## src/rtl/cpu_pkg.sv

```systemverilog
// ============================================================================
// Module      : cpu_pkg
// Description : Opcodes, FSM states and instruction field positions shared by
//               the multicycle load/store core and its register file.
// Revision    : 1.0 - initial release
// ============================================================================
`default_nettype none

package cpu_pkg;

    typedef enum logic [3:0] {
        OP_NOP  = 4'h0,
        OP_LI   = 4'h1,
        OP_ADD  = 4'h2,
        OP_SUB  = 4'h3,
        OP_AND  = 4'h4,
        OP_LD   = 4'h5,
        OP_ST   = 4'h6,
        OP_BEQ  = 4'h7,
        OP_JMP  = 4'h8,
        OP_HALT = 4'hF
    } opcode_e;

    typedef enum logic [1:0] {
        S_FETCH = 2'd0,
        S_EXEC  = 2'd1,
        S_MEM   = 2'd2,
        S_HALT  = 2'd3
    } state_e;

    localparam int C_OP_MSB  = 31;
    localparam int C_OP_LSB  = 28;
    localparam int C_RD_MSB  = 27;
    localparam int C_RD_LSB  = 24;
    localparam int C_RS1_MSB = 23;
    localparam int C_RS1_LSB = 20;
    localparam int C_RS2_MSB = 19;
    localparam int C_RS2_LSB = 16;
    localparam int C_IMM_MSB = 15;
    localparam int C_IMM_LSB = 0;

    // Which register fields an opcode actually reads/writes: {rd, rs1, rs2}.
    // Only these are range-checked against the register count.
    function automatic logic [2:0] reg_use(opcode_e op);
        logic [2:0] use_mask;
        case (op)
            OP_LI:                 use_mask = 3'b100;
            OP_ADD, OP_SUB, OP_AND: use_mask = 3'b111;
            OP_LD:                 use_mask = 3'b110;
            OP_ST, OP_BEQ:         use_mask = 3'b011;
            default:               use_mask = 3'b000;
        endcase
        return use_mask;
    endfunction

    function automatic logic is_defined_op(opcode_e op);
        logic known;
        case (op)
            OP_NOP, OP_LI, OP_ADD, OP_SUB, OP_AND,
            OP_LD, OP_ST, OP_BEQ, OP_JMP, OP_HALT: known = 1'b1;
            default:                               known = 1'b0;
        endcase
        return known;
    endfunction

endpackage

`default_nettype wire

```

## src/rtl/cpu_regfile.sv

```systemverilog
// ============================================================================
// Module      : cpu_regfile
// Description : NUM_REGS x DATA_WIDTH register file, two combinational read
//               ports, one synchronous write port, r0 hardwired to zero.
// Revision    : 1.0 - initial release
// ============================================================================
`default_nettype none

module cpu_regfile #(
    parameter int DATA_WIDTH = 32,
    parameter int NUM_REGS   = 8
) (
    input  logic                  clk,
    input  logic                  rst_n,
    input  logic [3:0]            rs1_addr,
    input  logic [3:0]            rs2_addr,
    output logic [DATA_WIDTH-1:0] rs1_data,
    output logic [DATA_WIDTH-1:0] rs2_data,
    input  logic                  wr_en,
    input  logic [3:0]            wr_addr,
    input  logic [DATA_WIDTH-1:0] wr_data
);

    // r0 has no storage; indices outside the file never match a slot.
    logic [DATA_WIDTH-1:0] r_regs [1:NUM_REGS-1];

    always_ff @(posedge clk) begin
        if (!rst_n) begin
            for (int i = 1; i < NUM_REGS; i++) begin
                r_regs[i] <= '0;
            end
        end else if (wr_en) begin
            for (int i = 1; i < NUM_REGS; i++) begin
                if (wr_addr == 4'(i)) begin
                    r_regs[i] <= wr_data;
                end
            end
        end
    end

    always_comb begin
        rs1_data = '0;
        rs2_data = '0;
        for (int i = 1; i < NUM_REGS; i++) begin
            if (rs1_addr == 4'(i)) rs1_data = r_regs[i];
            if (rs2_addr == 4'(i)) rs2_data = r_regs[i];
        end
    end

endmodule

`default_nettype wire

```

## src/rtl/multicycle_cpu.sv

```systemverilog
// ============================================================================
// Module      : multicycle_cpu
// Description : Multicycle load/store core (FETCH/EXEC/MEM/HALT) driving a
//               combinational-read, clocked-write single-port memory.
//               Optional retire counter enabled by CPU_RETIRE_COUNT_EN.
// Revision    : 1.0 - initial release
// ============================================================================
`default_nettype none

module multicycle_cpu
    import cpu_pkg::*;
#(
    parameter int                    DATA_WIDTH = 32,
    parameter int                    ADDR_WIDTH = 32,
    parameter int                    NUM_REGS   = 8,
    parameter logic [ADDR_WIDTH-1:0] RESET_PC   = '0
) (
    input  logic                  clk,
    input  logic                  rst_n,
    output logic [ADDR_WIDTH-1:0] read_address,
    input  logic [DATA_WIDTH-1:0] read_data,
    output logic [ADDR_WIDTH-1:0] write_address,
    output logic [DATA_WIDTH-1:0] write_data,
    output logic                  write_enable,
    output logic                  halted,
    output logic                  illegal,
    output logic [ADDR_WIDTH-1:0] pc,
    output logic [31:0]           retired
);

    localparam logic [4:0] C_NUM_REGS = 5'(NUM_REGS);

    state_e                r_state;
    state_e                w_state_next;
    logic [ADDR_WIDTH-1:0] r_pc;
    logic [ADDR_WIDTH-1:0] w_pc_next;
    logic [ADDR_WIDTH-1:0] r_ea;
    logic [DATA_WIDTH-1:0] r_ir;
    logic                  r_halted;
    logic                  r_illegal;

    opcode_e               w_op;
    logic [3:0]            w_rd;
    logic [3:0]            w_rs1;
    logic [3:0]            w_rs2;
    logic [15:0]           w_imm;
    logic [DATA_WIDTH-1:0] w_sext_d;
    logic [ADDR_WIDTH-1:0] w_sext_a;
    logic [ADDR_WIDTH-1:0] w_pc_inc;
    logic [DATA_WIDTH-1:0] w_rs1_data;
    logic [DATA_WIDTH-1:0] w_rs2_data;
    logic [DATA_WIDTH-1:0] w_alu;
    logic [ADDR_WIDTH-1:0] w_ea;
    logic [2:0]            w_use;
    logic                  w_illegal;
    logic                  w_rf_we;
    logic [DATA_WIDTH-1:0] w_rf_wdata;
    logic                  w_ea_load;
    logic                  w_st_mem;
    logic                  w_ld_mem;

    assign w_op     = opcode_e'(r_ir[C_OP_MSB:C_OP_LSB]);
    assign w_rd     = r_ir[C_RD_MSB:C_RD_LSB];
    assign w_rs1    = r_ir[C_RS1_MSB:C_RS1_LSB];
    assign w_rs2    = r_ir[C_RS2_MSB:C_RS2_LSB];
    assign w_imm    = r_ir[C_IMM_MSB:C_IMM_LSB];
    assign w_sext_d = DATA_WIDTH'($signed(w_imm));
    assign w_sext_a = ADDR_WIDTH'($signed(w_imm));
    assign w_pc_inc = r_pc + ADDR_WIDTH'(1);
    assign w_ea     = ADDR_WIDTH'(w_rs1_data + w_sext_d);

    assign w_use     = reg_use(w_op);
    assign w_illegal = !is_defined_op(w_op)
                     || (w_use[2] && ({1'b0, w_rd}  >= C_NUM_REGS))
                     || (w_use[1] && ({1'b0, w_rs1} >= C_NUM_REGS))
                     || (w_use[0] && ({1'b0, w_rs2} >= C_NUM_REGS));

    cpu_regfile #(
        .DATA_WIDTH (DATA_WIDTH),
        .NUM_REGS   (NUM_REGS)
    ) u_regfile (
        .clk      (clk),
        .rst_n    (rst_n),
        .rs1_addr (w_rs1),
        .rs2_addr (w_rs2),
        .rs1_data (w_rs1_data),
        .rs2_data (w_rs2_data),
        .wr_en    (w_rf_we),
        .wr_addr  (w_rd),
        .wr_data  (w_rf_wdata)
    );

    always_comb begin
        w_alu = '0;
        case (w_op)
            OP_LI:   w_alu = w_sext_d;
            OP_ADD:  w_alu = w_rs1_data + w_rs2_data;
            OP_SUB:  w_alu = w_rs1_data - w_rs2_data;
            OP_AND:  w_alu = w_rs1_data & w_rs2_data;
            default: w_alu = '0;
        endcase
    end

    always_ff @(posedge clk) begin
        if (!rst_n) begin
            r_state   <= S_FETCH;
            r_pc      <= RESET_PC;
            r_ir      <= '0;
            r_ea      <= '0;
            r_halted  <= 1'b0;
            r_illegal <= 1'b0;
        end else begin
            r_state <= w_state_next;
            r_pc    <= w_pc_next;
            if (r_state == S_FETCH) r_ir <= read_data;
            if (w_ea_load)          r_ea <= w_ea;
            if (r_state == S_EXEC && w_state_next == S_HALT) begin
                r_halted  <= 1'b1;
                r_illegal <= w_illegal;
            end
        end
    end

    always_comb begin
        w_state_next = r_state;
        w_pc_next    = r_pc;
        w_rf_we      = 1'b0;
        w_rf_wdata   = w_alu;
        w_ea_load    = 1'b0;
        case (r_state)
            S_FETCH: w_state_next = S_EXEC;
            S_EXEC: begin
                if (w_illegal || w_op == OP_HALT) begin
                    w_state_next = S_HALT;
                end else begin
                    w_state_next = S_FETCH;
                    case (w_op)
                        OP_LI, OP_ADD, OP_SUB, OP_AND: begin
                            w_rf_we   = 1'b1;
                            w_pc_next = w_pc_inc;
                        end
                        OP_BEQ: w_pc_next = (w_rs1_data == w_rs2_data)
                                          ? w_pc_inc + w_sext_a : w_pc_inc;
                        OP_JMP: w_pc_next = ADDR_WIDTH'(w_imm);
                        OP_LD, OP_ST: begin
                            w_ea_load    = 1'b1;
                            w_pc_next    = w_pc_inc;
                            w_state_next = S_MEM;
                        end
                        default: w_pc_next = w_pc_inc;
                    endcase
                end
            end
            S_MEM: begin
                w_state_next = S_FETCH;
                if (w_op == OP_LD) begin
                    w_rf_we    = 1'b1;
                    w_rf_wdata = read_data;
                end
            end
            default: w_state_next = S_HALT;
        endcase
    end

    assign w_ld_mem = (r_state == S_MEM) && (w_op == OP_LD);
    assign w_st_mem = (r_state == S_MEM) && (w_op == OP_ST);

    // Gating with rst_n keeps a reset landing on the MEM cycle from storing.
    assign read_address  = w_ld_mem ? r_ea : r_pc;
    assign write_address = w_st_mem ? r_ea : '0;
    assign write_data    = w_st_mem ? w_rs2_data : '0;
    assign write_enable  = rst_n && w_st_mem;
    assign halted        = r_halted;
    assign illegal       = r_illegal;
    assign pc            = r_pc;

`ifdef CPU_RETIRE_COUNT_EN
    logic [31:0] r_retired;
    logic        w_retire;

    // Every completed instruction returns to FETCH from EXEC or MEM.
    assign w_retire = ((r_state == S_EXEC) || (r_state == S_MEM))
                    && (w_state_next == S_FETCH);

    always_ff @(posedge clk) begin
        if (!rst_n) begin
            r_retired <= '0;
        end else if (w_retire) begin
            r_retired <= r_retired + 32'd1;
        end
    end

    assign retired = r_retired;
`else
    assign retired = '0;
`endif

endmodule

`default_nettype wire

```

## config.mk

```make
export PLATFORM = sky130hd
export DESIGN_NAME = multicycle_cpu
export DESIGN_NICKNAME = d
export VERILOG_FILES = /design/src/rtl/cpu_pkg.sv /design/src/rtl/cpu_regfile.sv /design/src/rtl/multicycle_cpu.sv
export SDC_FILE = /design/constraint.sdc
export NUM_CORES = 1
export LEC_CHECK = 0
export BUFFER_PORTS_ARGS = -buffer_cell sky130_fd_sc_hd__buf_2
export CAP_MARGIN = 20
export CORE_MARGIN = 8
export CORE_UTILIZATION = 45
export CTS_CLUSTER_SIZE = 20
export DETAILED_ROUTE_END_ITERATION = 10
export PLACE_DENSITY_LB_ADDON = 0.3
export SLEW_MARGIN = 20
export SYNTH_ARGS = -nofsm -noshare
export SYNTH_HDL_FRONTEND = slang
export SYNTH_HIERARCHICAL = 1
export SYNTH_SLANG_ARGS = --single-unit
export TNS_END_PERCENT = 30
```

## constraint.sdc

```tcl
create_clock -name clk -period 11.4 [get_ports clk]
set_clock_uncertainty 0.2 [all_clocks]
set_input_delay 1.71 -clock clk [delete_from_list [all_inputs] [get_ports clk]]
set_output_delay 1.71 -clock clk [all_outputs]
set_load 0.01 [all_outputs]
```

==> qor_table.md, run 1 <==
| Metric | Reported |
|---|---|
| Status | finished clean |
| Pin count of the biggest net entering global routing | 70 |
| Global placer's final weighted congestion | 0.9659 |
| Fraction of synthesis flops using an asynchronous set or reset pin | 0% |
| Core region area | 0.05628 mm^2 |
| Number of failing setup endpoints in the final timing report | 0 |
| Effective utilization at floorplan | 45.40% |
| Vias after detailed routing | 24040 |
| Static Leak | 11.49 nW |
| Cell occurring most often along the worst timing path | sky130_fd_sc_hd__buf_4 |
| Power share of the sequential group | 31.1% |
| CP peak stage delay | 0.67 ns |
| H-tree levels | 2 |
| Number of buffers inserted to repair setup after CTS | 0 |
| GR Util All Layers | 28.30% |
| Buffer type at the clock tree root | sky130_fd_sc_hd__clkbuf_16 |
| Worst-path fanout max | 32 |
| Synthesis warning total | 6 |
| I/O pin total | 197 |
| Remaining number of nets flagged by the antenna check after routing | 0 |
| Dpl cells | 3688 |
| Number of different library cells in the post-synthesis netlist | 101 |
| Antenna diode instance count | 0 |
| Synthesized area per cell | 8.756 um^2 |
| Drt first pass iters | 7 |
| Clock power frac | 29.7% |
| Top post-synthesis cells by area | sky130_fd_sc_hd__edfxtp_1, sky130_fd_sc_hd__dfxtp_1, sky130_fd_sc_hd__and2_1 |
| HPWL Detailed | 65.96 mm |
| Vertical extent of the die | 254.3 um |
| Worst skew pair latency | 0.59 ns |
| Number of flip-flops and latches in the synthesized netlist | 325 |
| Cts repair resizes | 0 |
| Worst vdd rail ir drop | 95.03 uV |
| Total global routing overflow | 0 |
| Post-synthesis cell type with the largest combined area | sky130_fd_sc_hd__edfxtp_1 |
| Die Footprint | 0.06466 mm^2 |
| CP cell instances | buf_4, inv_4, nor3_4, a222oi_1, a2111oi_1, buf_4, ha_1, inv_1, a21o_1, a31oi_1, o21ai_0, o21ai_1, a21oi_1, o31ai_1, o211ai_1, nand2_1, nand4_1, and2_1 |
| Number of flops mapped to enable cells by yosys | 224 |
| Transition time at the pin with the least slew margin | 1.205 ns |
| Psw | 0.001824 W |
| Final Slew Violations | 0 |
| Worst max-slew margin expressed relative to the limit | 18.84% |
| Hold violation total from the final report | 0 |
| Number of buffers inserted by port buffering | 164 |
| # Max-Cap Violations | 0 |
| TritonCTS clock tree | done |
| DR vias/cell | 6.400 |
| Number of buffers between clock root and the deepest sink | 3 |
| Width of the die | 254.3 um |
| Final worst path period need | 6.898 ns |
| Sequential area share after synthesis | 34.24% |
| Ratio of cells with drive above 1 in the final layout | 13.73% |
| Crit-path slowest cell | sky130_fd_sc_hd__nor3_4 |
| Final standard cell area without fillers | 0.02827 mm^2 |
| Worst hold slack across all endpoints | 0.2577 ns |
| Reg area | 0.008762 mm^2 |
| Total Wirelength | 95.75 mm |
| Class of the most critical setup path | reg2reg |
| Number of filler instances in the final layout | 5257 |
| Arrival time worst endpoint | 7.03 ns |
| Setup TNS | 0 ns |
| Fraction of the cycle the final worst path needs | 60.51% |
| Number of instances in the synthesized netlist | 2918 |
| Power density over cell area | 161.4 mW/mm^2 |
| Switching part of the total | 39.98% |
| Multi-input combinational cell area | 0.01561 mm^2 |
| Post-CTS Hold Buffers | 0 |
| Number of antenna violations at the first check in global routing | 0 |
| Area fraction of the dominant cell type after synthesis | 26.33% |
| Setup repair after global routing missed its margin | false |
| Leading cell type in the layout, fill and taps excluded | sky130_fd_sc_hd__and2_1 |
| TritonCTS buffer count | 38 |
| Maximum clock rate | 145.0 MHz |
| Final layout net count | 3145 |
| Crit start category | flip-flop |
| Path category of the worst min-delay check | reg2reg |
| Rows | 87 |
| Relative contribution of combinational cells to total power | 39.3% |
| Post-synthesis to final-layout area growth | 10.66% |
| Post-placement cell area | 0.02691 mm^2 |
| Wire length of the first global-routing pass | 141.7 mm |
| Final Instance Count excl. Fillers | 3757 |
| Leading cell types in the layout, fill and taps excluded | sky130_fd_sc_hd__and2_1, sky130_fd_sc_hd__a21oi_1, sky130_fd_sc_hd__edfxtp_1 |
| Initial DRC count | 2812 |
| Clock Sink Count | 325 |
| Worst Setup End Kind | flip-flop |
| Clock edge transition at the registers on the reported setup and hold paths | 0.07 ns |
| Number of global-route vias before repair | 23170 |
| Most instantiated flip-flop cell in the synthesis netlist | sky130_fd_sc_hd__edfxtp_1 |
| WP data required | 11.53 ns |
| Post-route DRC violation count | 0 |
| Internal power of the cells | 0.002739 W |
| Netlist Area Pre-Place | 0.02555 mm^2 |
| Routed wirelength normalized by instance count | 25.48 um |
| Total chip power | 0.004563 W |
-- routing by layer --
layer,global-route usage [%],wire length (um)
met5,0,0
met4,12.27,4025
met3,5.706,9769
met2,46.65,44190
met1,35.78,37760
-- final timing paths --
| check | cells past startpoint | endpoint | startpoint | slack, ns |
|---|---|---|---|---|
| setup / recovery | 18 | u_regfile/r_regs[0][30]$_SDFFCE_PN0P_ | r_ir[21]$_SDFFE_PN0N_ | 4.50 |
| hold / removal | 2 | r_ea[12]$_SDFFE_PN0P_ | r_ea[12]$_SDFFE_PN0P_ | 0.26 |
| setup reg to reg | 18 | u_regfile/r_regs[0][30]$_SDFFCE_PN0P_ | r_ir[21]$_SDFFE_PN0N_ | 4.50 |
| hold reg to reg | 2 | r_ea[12]$_SDFFE_PN0P_ | r_ea[12]$_SDFFE_PN0P_ | 0.26 |
-- flip-flops by register name (all words and copies together), names as in the netlist, named ones only --
name              flops
illegal               1
r_ir                 32
halted                1
r_ea                 32
u_regfile/r_regs    224
r_state               2
pc                   32
-- power by group through the flow --
stage | clock, W | combinational, W | sequential [W]
global route | 0.00141 | 0.00192 | 0.00143
floorplan | 0 | 0.00121 | 0.00140
global placement | 0 | 0.00172 | 0.00144
CTS | 0.00137 | 0.00174 | 0.00141
detailed placement | 0 | 0.00173 | 0.00144
finish | 0.00135 | 0.00179 | 0.00142
-- cell type report --
type                            count  share of cell area, %
Inverter                           96                  1.283
Clock inverter                     22                  1.142
Multi-Input combinational cell   2292                  55.21
Sequential cell                   325                  30.99
Tap cell                          756                  3.346
Clock buffer                       47                  3.664
Timing Repair Buffer              219                  4.363
-- stage by stage --
stage | worst slack (ns) | util [%]
floorplan | 6.175 | -
global placement | 4.872 | 47.82
detailed placement | 4.809 | 47.82
CTS | 4.795 | 50.24
global route | 4.277 | 50.24
finish | 4.502 | 50.24
-- cell families after synthesis --
logic type / count (synthesis) / synth area share [%]
AO/OA/AOI/OAI: 958 / 25.44
AND/OR/NAND/NOR: 951 / 19.37
buffers and inverters: 332 / 5.837
flip-flops: 325 / 34.24
adder cells (fa/ha/maj): 139 / 6.924
multiplexers: 131 / 5.401
XOR/XNOR: 81 / 2.777
other: 1 / 0.01468
-- cell usage after synthesis (all sizes together) (7+ instances only) --
| cell | count |
|---|---|
| a31oi | 24 |
| nand4 | 12 |
| nand3 | 45 |
| o21ai | 218 |
| a222oi | 31 |
| a2111oi | 21 |
| o21a | 15 |
| and3 | 16 |
| a22oi | 15 |
| xor2 | 34 |
| mux2i | 76 |
| nor2 | 167 |
| o211ai | 17 |
| xnor2 | 47 |
| mux2 | 55 |
| ha | 135 |
| o221a | 7 |
| a21o | 51 |
| a221oi | 51 |
| o2bb2ai | 12 |
| buf | 83 |
| nor4 | 9 |
| a21oi | 263 |
| a22o | 53 |
| nand2 | 216 |
| or3 | 10 |
| nor2b | 21 |
| a221o | 47 |
| o22ai | 34 |
| inv | 95 |
| nor3 | 67 |
| o31ai | 11 |
| a211oi | 18 |
| dfxtp | 101 |
| edfxtp | 224 |
| o21bai | 14 |
| and2 | 271 |
| nand2b | 88 |
| clkbuf | 153 |
-- worst max-delay path, delay by kind of cell, from the launching register on --
| kind | cells | cell delay [ns] |
|---|---|---|
| fa+ha+maj | 1 | 0.27 |
| buf+inv | 4 | 1.11 |
| flops | 1 | 0.64 |
| compound gates | 9 | 2.95 |
| simple gates | 4 | 1.44 |
Power figures use the tool's default switching activity.
==> inputs of run 2 (changes only) <==
==> constraint.sdc (replaced) <==
create_clock -name clk -period 6.9 [get_ports clk]
set_clock_uncertainty 0.2 [all_clocks]
set_input_delay 1.035 -clock clk [delete_from_list [all_inputs] [get_ports clk]]
set_output_delay 1.035 -clock clk [all_outputs]
set_load 0.01 [all_outputs]
==> qor_table.md, run 2 (synthesis results as in run 1) <==
| Metric | Reported |
|---|---|
| Clock Sink Count | 325 |
| Status | finished clean |
| Multi-input combinational cell area | 0.01561 mm^2 |
| GR Util met3 | 5.217% |
| Pin count of the biggest net entering global routing | 70 |
| Wire length of the first global-routing pass | 147.3 mm |
| Clock edge transition at the registers on the reported setup and hold paths | 0.06 ns |
| Die Footprint | 0.06466 mm^2 |
| End of the worst register-to-register path | u_regfile/r_regs[0][187]$_SDFFCE_PN0P_ |
| Maximum clock rate | 153.1 MHz |
| R2r setup slk | 0.37 ns |
| CP cell instances | buf_4, a222oi_1, a2111oi_0, inv_1, ha_1, nand3_1, o21ai_0, a21oi_1, a21oi_1, a31oi_1, o31ai_1, nor2_1, o221a_2, o21ai_0, buf_4, and2_1 |
| Hold violation total from the final report | 0 |
| Fraction of the cycle the final worst path needs | 94.67% |
| Number of failing setup endpoints in the final timing report | 0 |
| Number of antenna violations at the first check in global routing | 2 |
| Reg area | 0.008762 mm^2 |
| Arrival time worst endpoint | 6.77 ns |
| HP Start | r_ea[17]$_SDFFE_PN0P_ |
| Worst-path fanout max | 42 |
| Number of buffers inserted to repair setup after CTS | 0 |
| Largest register by flop count | u_regfile/r_regs |
| Worst hold slack across all endpoints | 0.2608 ns |
| Effective utilization at floorplan | 45.40% |
| Post-CTS Hold Buffers | 0 |
| GR Util All Layers | 29.50% |
| Transition time at the pin with the least slew margin | 1.160 ns |
| Worst max-slew margin expressed relative to the limit | 22.50% |
| Flip-flop count of the largest register after layout | 224 |
| Drt first pass iters | 11 |
| Post-route DRC violation count | 0 |
| Vertical extent of the die | 254.3 um |
| Destination of the critical timing path | u_regfile/r_regs[0][187]$_SDFFCE_PN0P_ |
| Static Leak | 11.66 nW |
| Leading cell types in the layout, fill and taps excluded | sky130_fd_sc_hd__and2_1, sky130_fd_sc_hd__a21oi_1, sky130_fd_sc_hd__edfxtp_1 |
| Number of buffers between clock root and the deepest sink | 3 |
| Worst vdd rail ir drop | 192.7 uV |
| I/O pin total | 197 |
| Global placer's final weighted congestion | 0.9826 |
| Total Wirelength | 99.77 mm |
| Rows | 87 |
| Met2 global-route usage | 48.65% |
| Most crowded layer after global routing | met2 |
| Worst Setup End Kind | flip-flop |
| Core region area | 0.05628 mm^2 |
| Layout Utilization | 50.69% |
| Cell count of the worst reg-to-reg path | 16 |
| Vias after detailed routing | 24660 |
| Setup TNS | 0 ns |
| Worst setup startpoint | r_ir[16]$_SDFFE_PN0N_ |
| Buffer type at the clock tree root | sky130_fd_sc_hd__clkbuf_16 |
| Met1 usage in global routing | 38.14% |
| DR vias/cell | 6.486 |
| TritonCTS clock tree | done |
| Ratio of cells with drive above 1 in the final layout | 14.81% |
| Power density over cell area | 264.1 mW/mm^2 |
| Final worst path period need | 6.532 ns |
| Path category of the worst min-delay check | reg2reg |
| Setup repair after global routing missed its margin | false |
| Launch point of the worst reg-to-reg path | r_ir[16]$_SDFFE_PN0N_ |
| Final Slew Violations | 0 |
| Cts repair resizes | 0 |
| Crit-path slowest cell | sky130_fd_sc_hd__a2111oi_0 |
| Routed wirelength normalized by instance count | 26.24 um |
| Remaining number of nets flagged by the antenna check after routing | 0 |
| Class of the most critical setup path | reg2reg |
| Number of buffers inserted by port buffering | 164 |
| Leading cell type in the layout, fill and taps excluded | sky130_fd_sc_hd__and2_1 |
| Worst skew pair latency | 0.60 ns |
| WP data required | 7.14 ns |
| Post-synthesis to final-layout area growth | 11.66% |
| H-tree levels | 2 |
| Total global routing overflow | 0 |
| HPWL Detailed | 71.55 mm |
| CP peak stage delay | 0.98 ns |
| Crit start category | flip-flop |
| TritonCTS buffer count | 40 |
| Width of the die | 254.3 um |
| Initial DRC count | 3427 |
| # Max-Cap Violations | 0 |
| Number of filler instances in the final layout | 5296 |
| Number of global-route vias before repair | 23570 |
| Final layout net count | 3188 |
==> run 2: per-layer routing <==
layer	routed length (um)	part of all wire, %
met2	46010	46
met4	4055	4.1
met3	9641	9.7
met5	26	0.026
met1	40040	40
==> run 2: power breakdown <==
group	switching (W)	internal, W	total, W
registers	0.000171	0.00218	0.00236
logic	0.00199	0.00107	0.00306
clock network	0.000915	0.00120	0.00211
==> run 2: how the worst min path moves through the flow <==
stage | end | cells after the start
floorplan | r_ea[10]$_SDFFE_PN0P_ | 2
global placement | r_ea[16]$_SDFFE_PN0P_ | 2
detailed placement | r_ea[15]$_SDFFE_PN0P_ | 2
CTS | r_ea[17]$_SDFFE_PN0P_ | 2
global route | r_ea[3]$_SDFFE_PN0P_ | 2
finish | r_ea[17]$_SDFFE_PN0P_ | 2
==> run 2: area by class of cell <==
class	instances	area share, %
Antenna cell	1	0.008771
Clock buffer	45	3.609
Clock inverter	27	0.9604
Inverter	96	1.272
Multi-Input combinational cell	2292	54.72
Sequential cell	325	30.71
Tap cell	756	3.315
Timing Repair Buffer	260	5.403
==> run 2: critical path, delay by kind of cell (launching register included) <==
family | cells | cell delay [ns]
buffers and inverters | 3 | 0.92
and+or+nand+nor | 3 | 0.40
DFF | 1 | 0.63
adders and majority gates | 1 | 0.47
AOI/OAI and AO/OA | 9 | 3.72
==> run 2: through the flow <==
step | area [um^2] | total power (W) | cells | setup WS [ns]
global placement | 27220 | 0.005338 | 3729 | 0.7520
finish | 28530 | 0.007535 | 3802 | 0.3677
CTS | 28530 | 0.007470 | 3801 | 0.6199
detailed placement | 27220 | 0.005349 | 3729 | 0.6672
floorplan | 25670 | 0.004326 | 2949 | 1.675
global route | 28530 | 0.007871 | 3801 | 0.08350
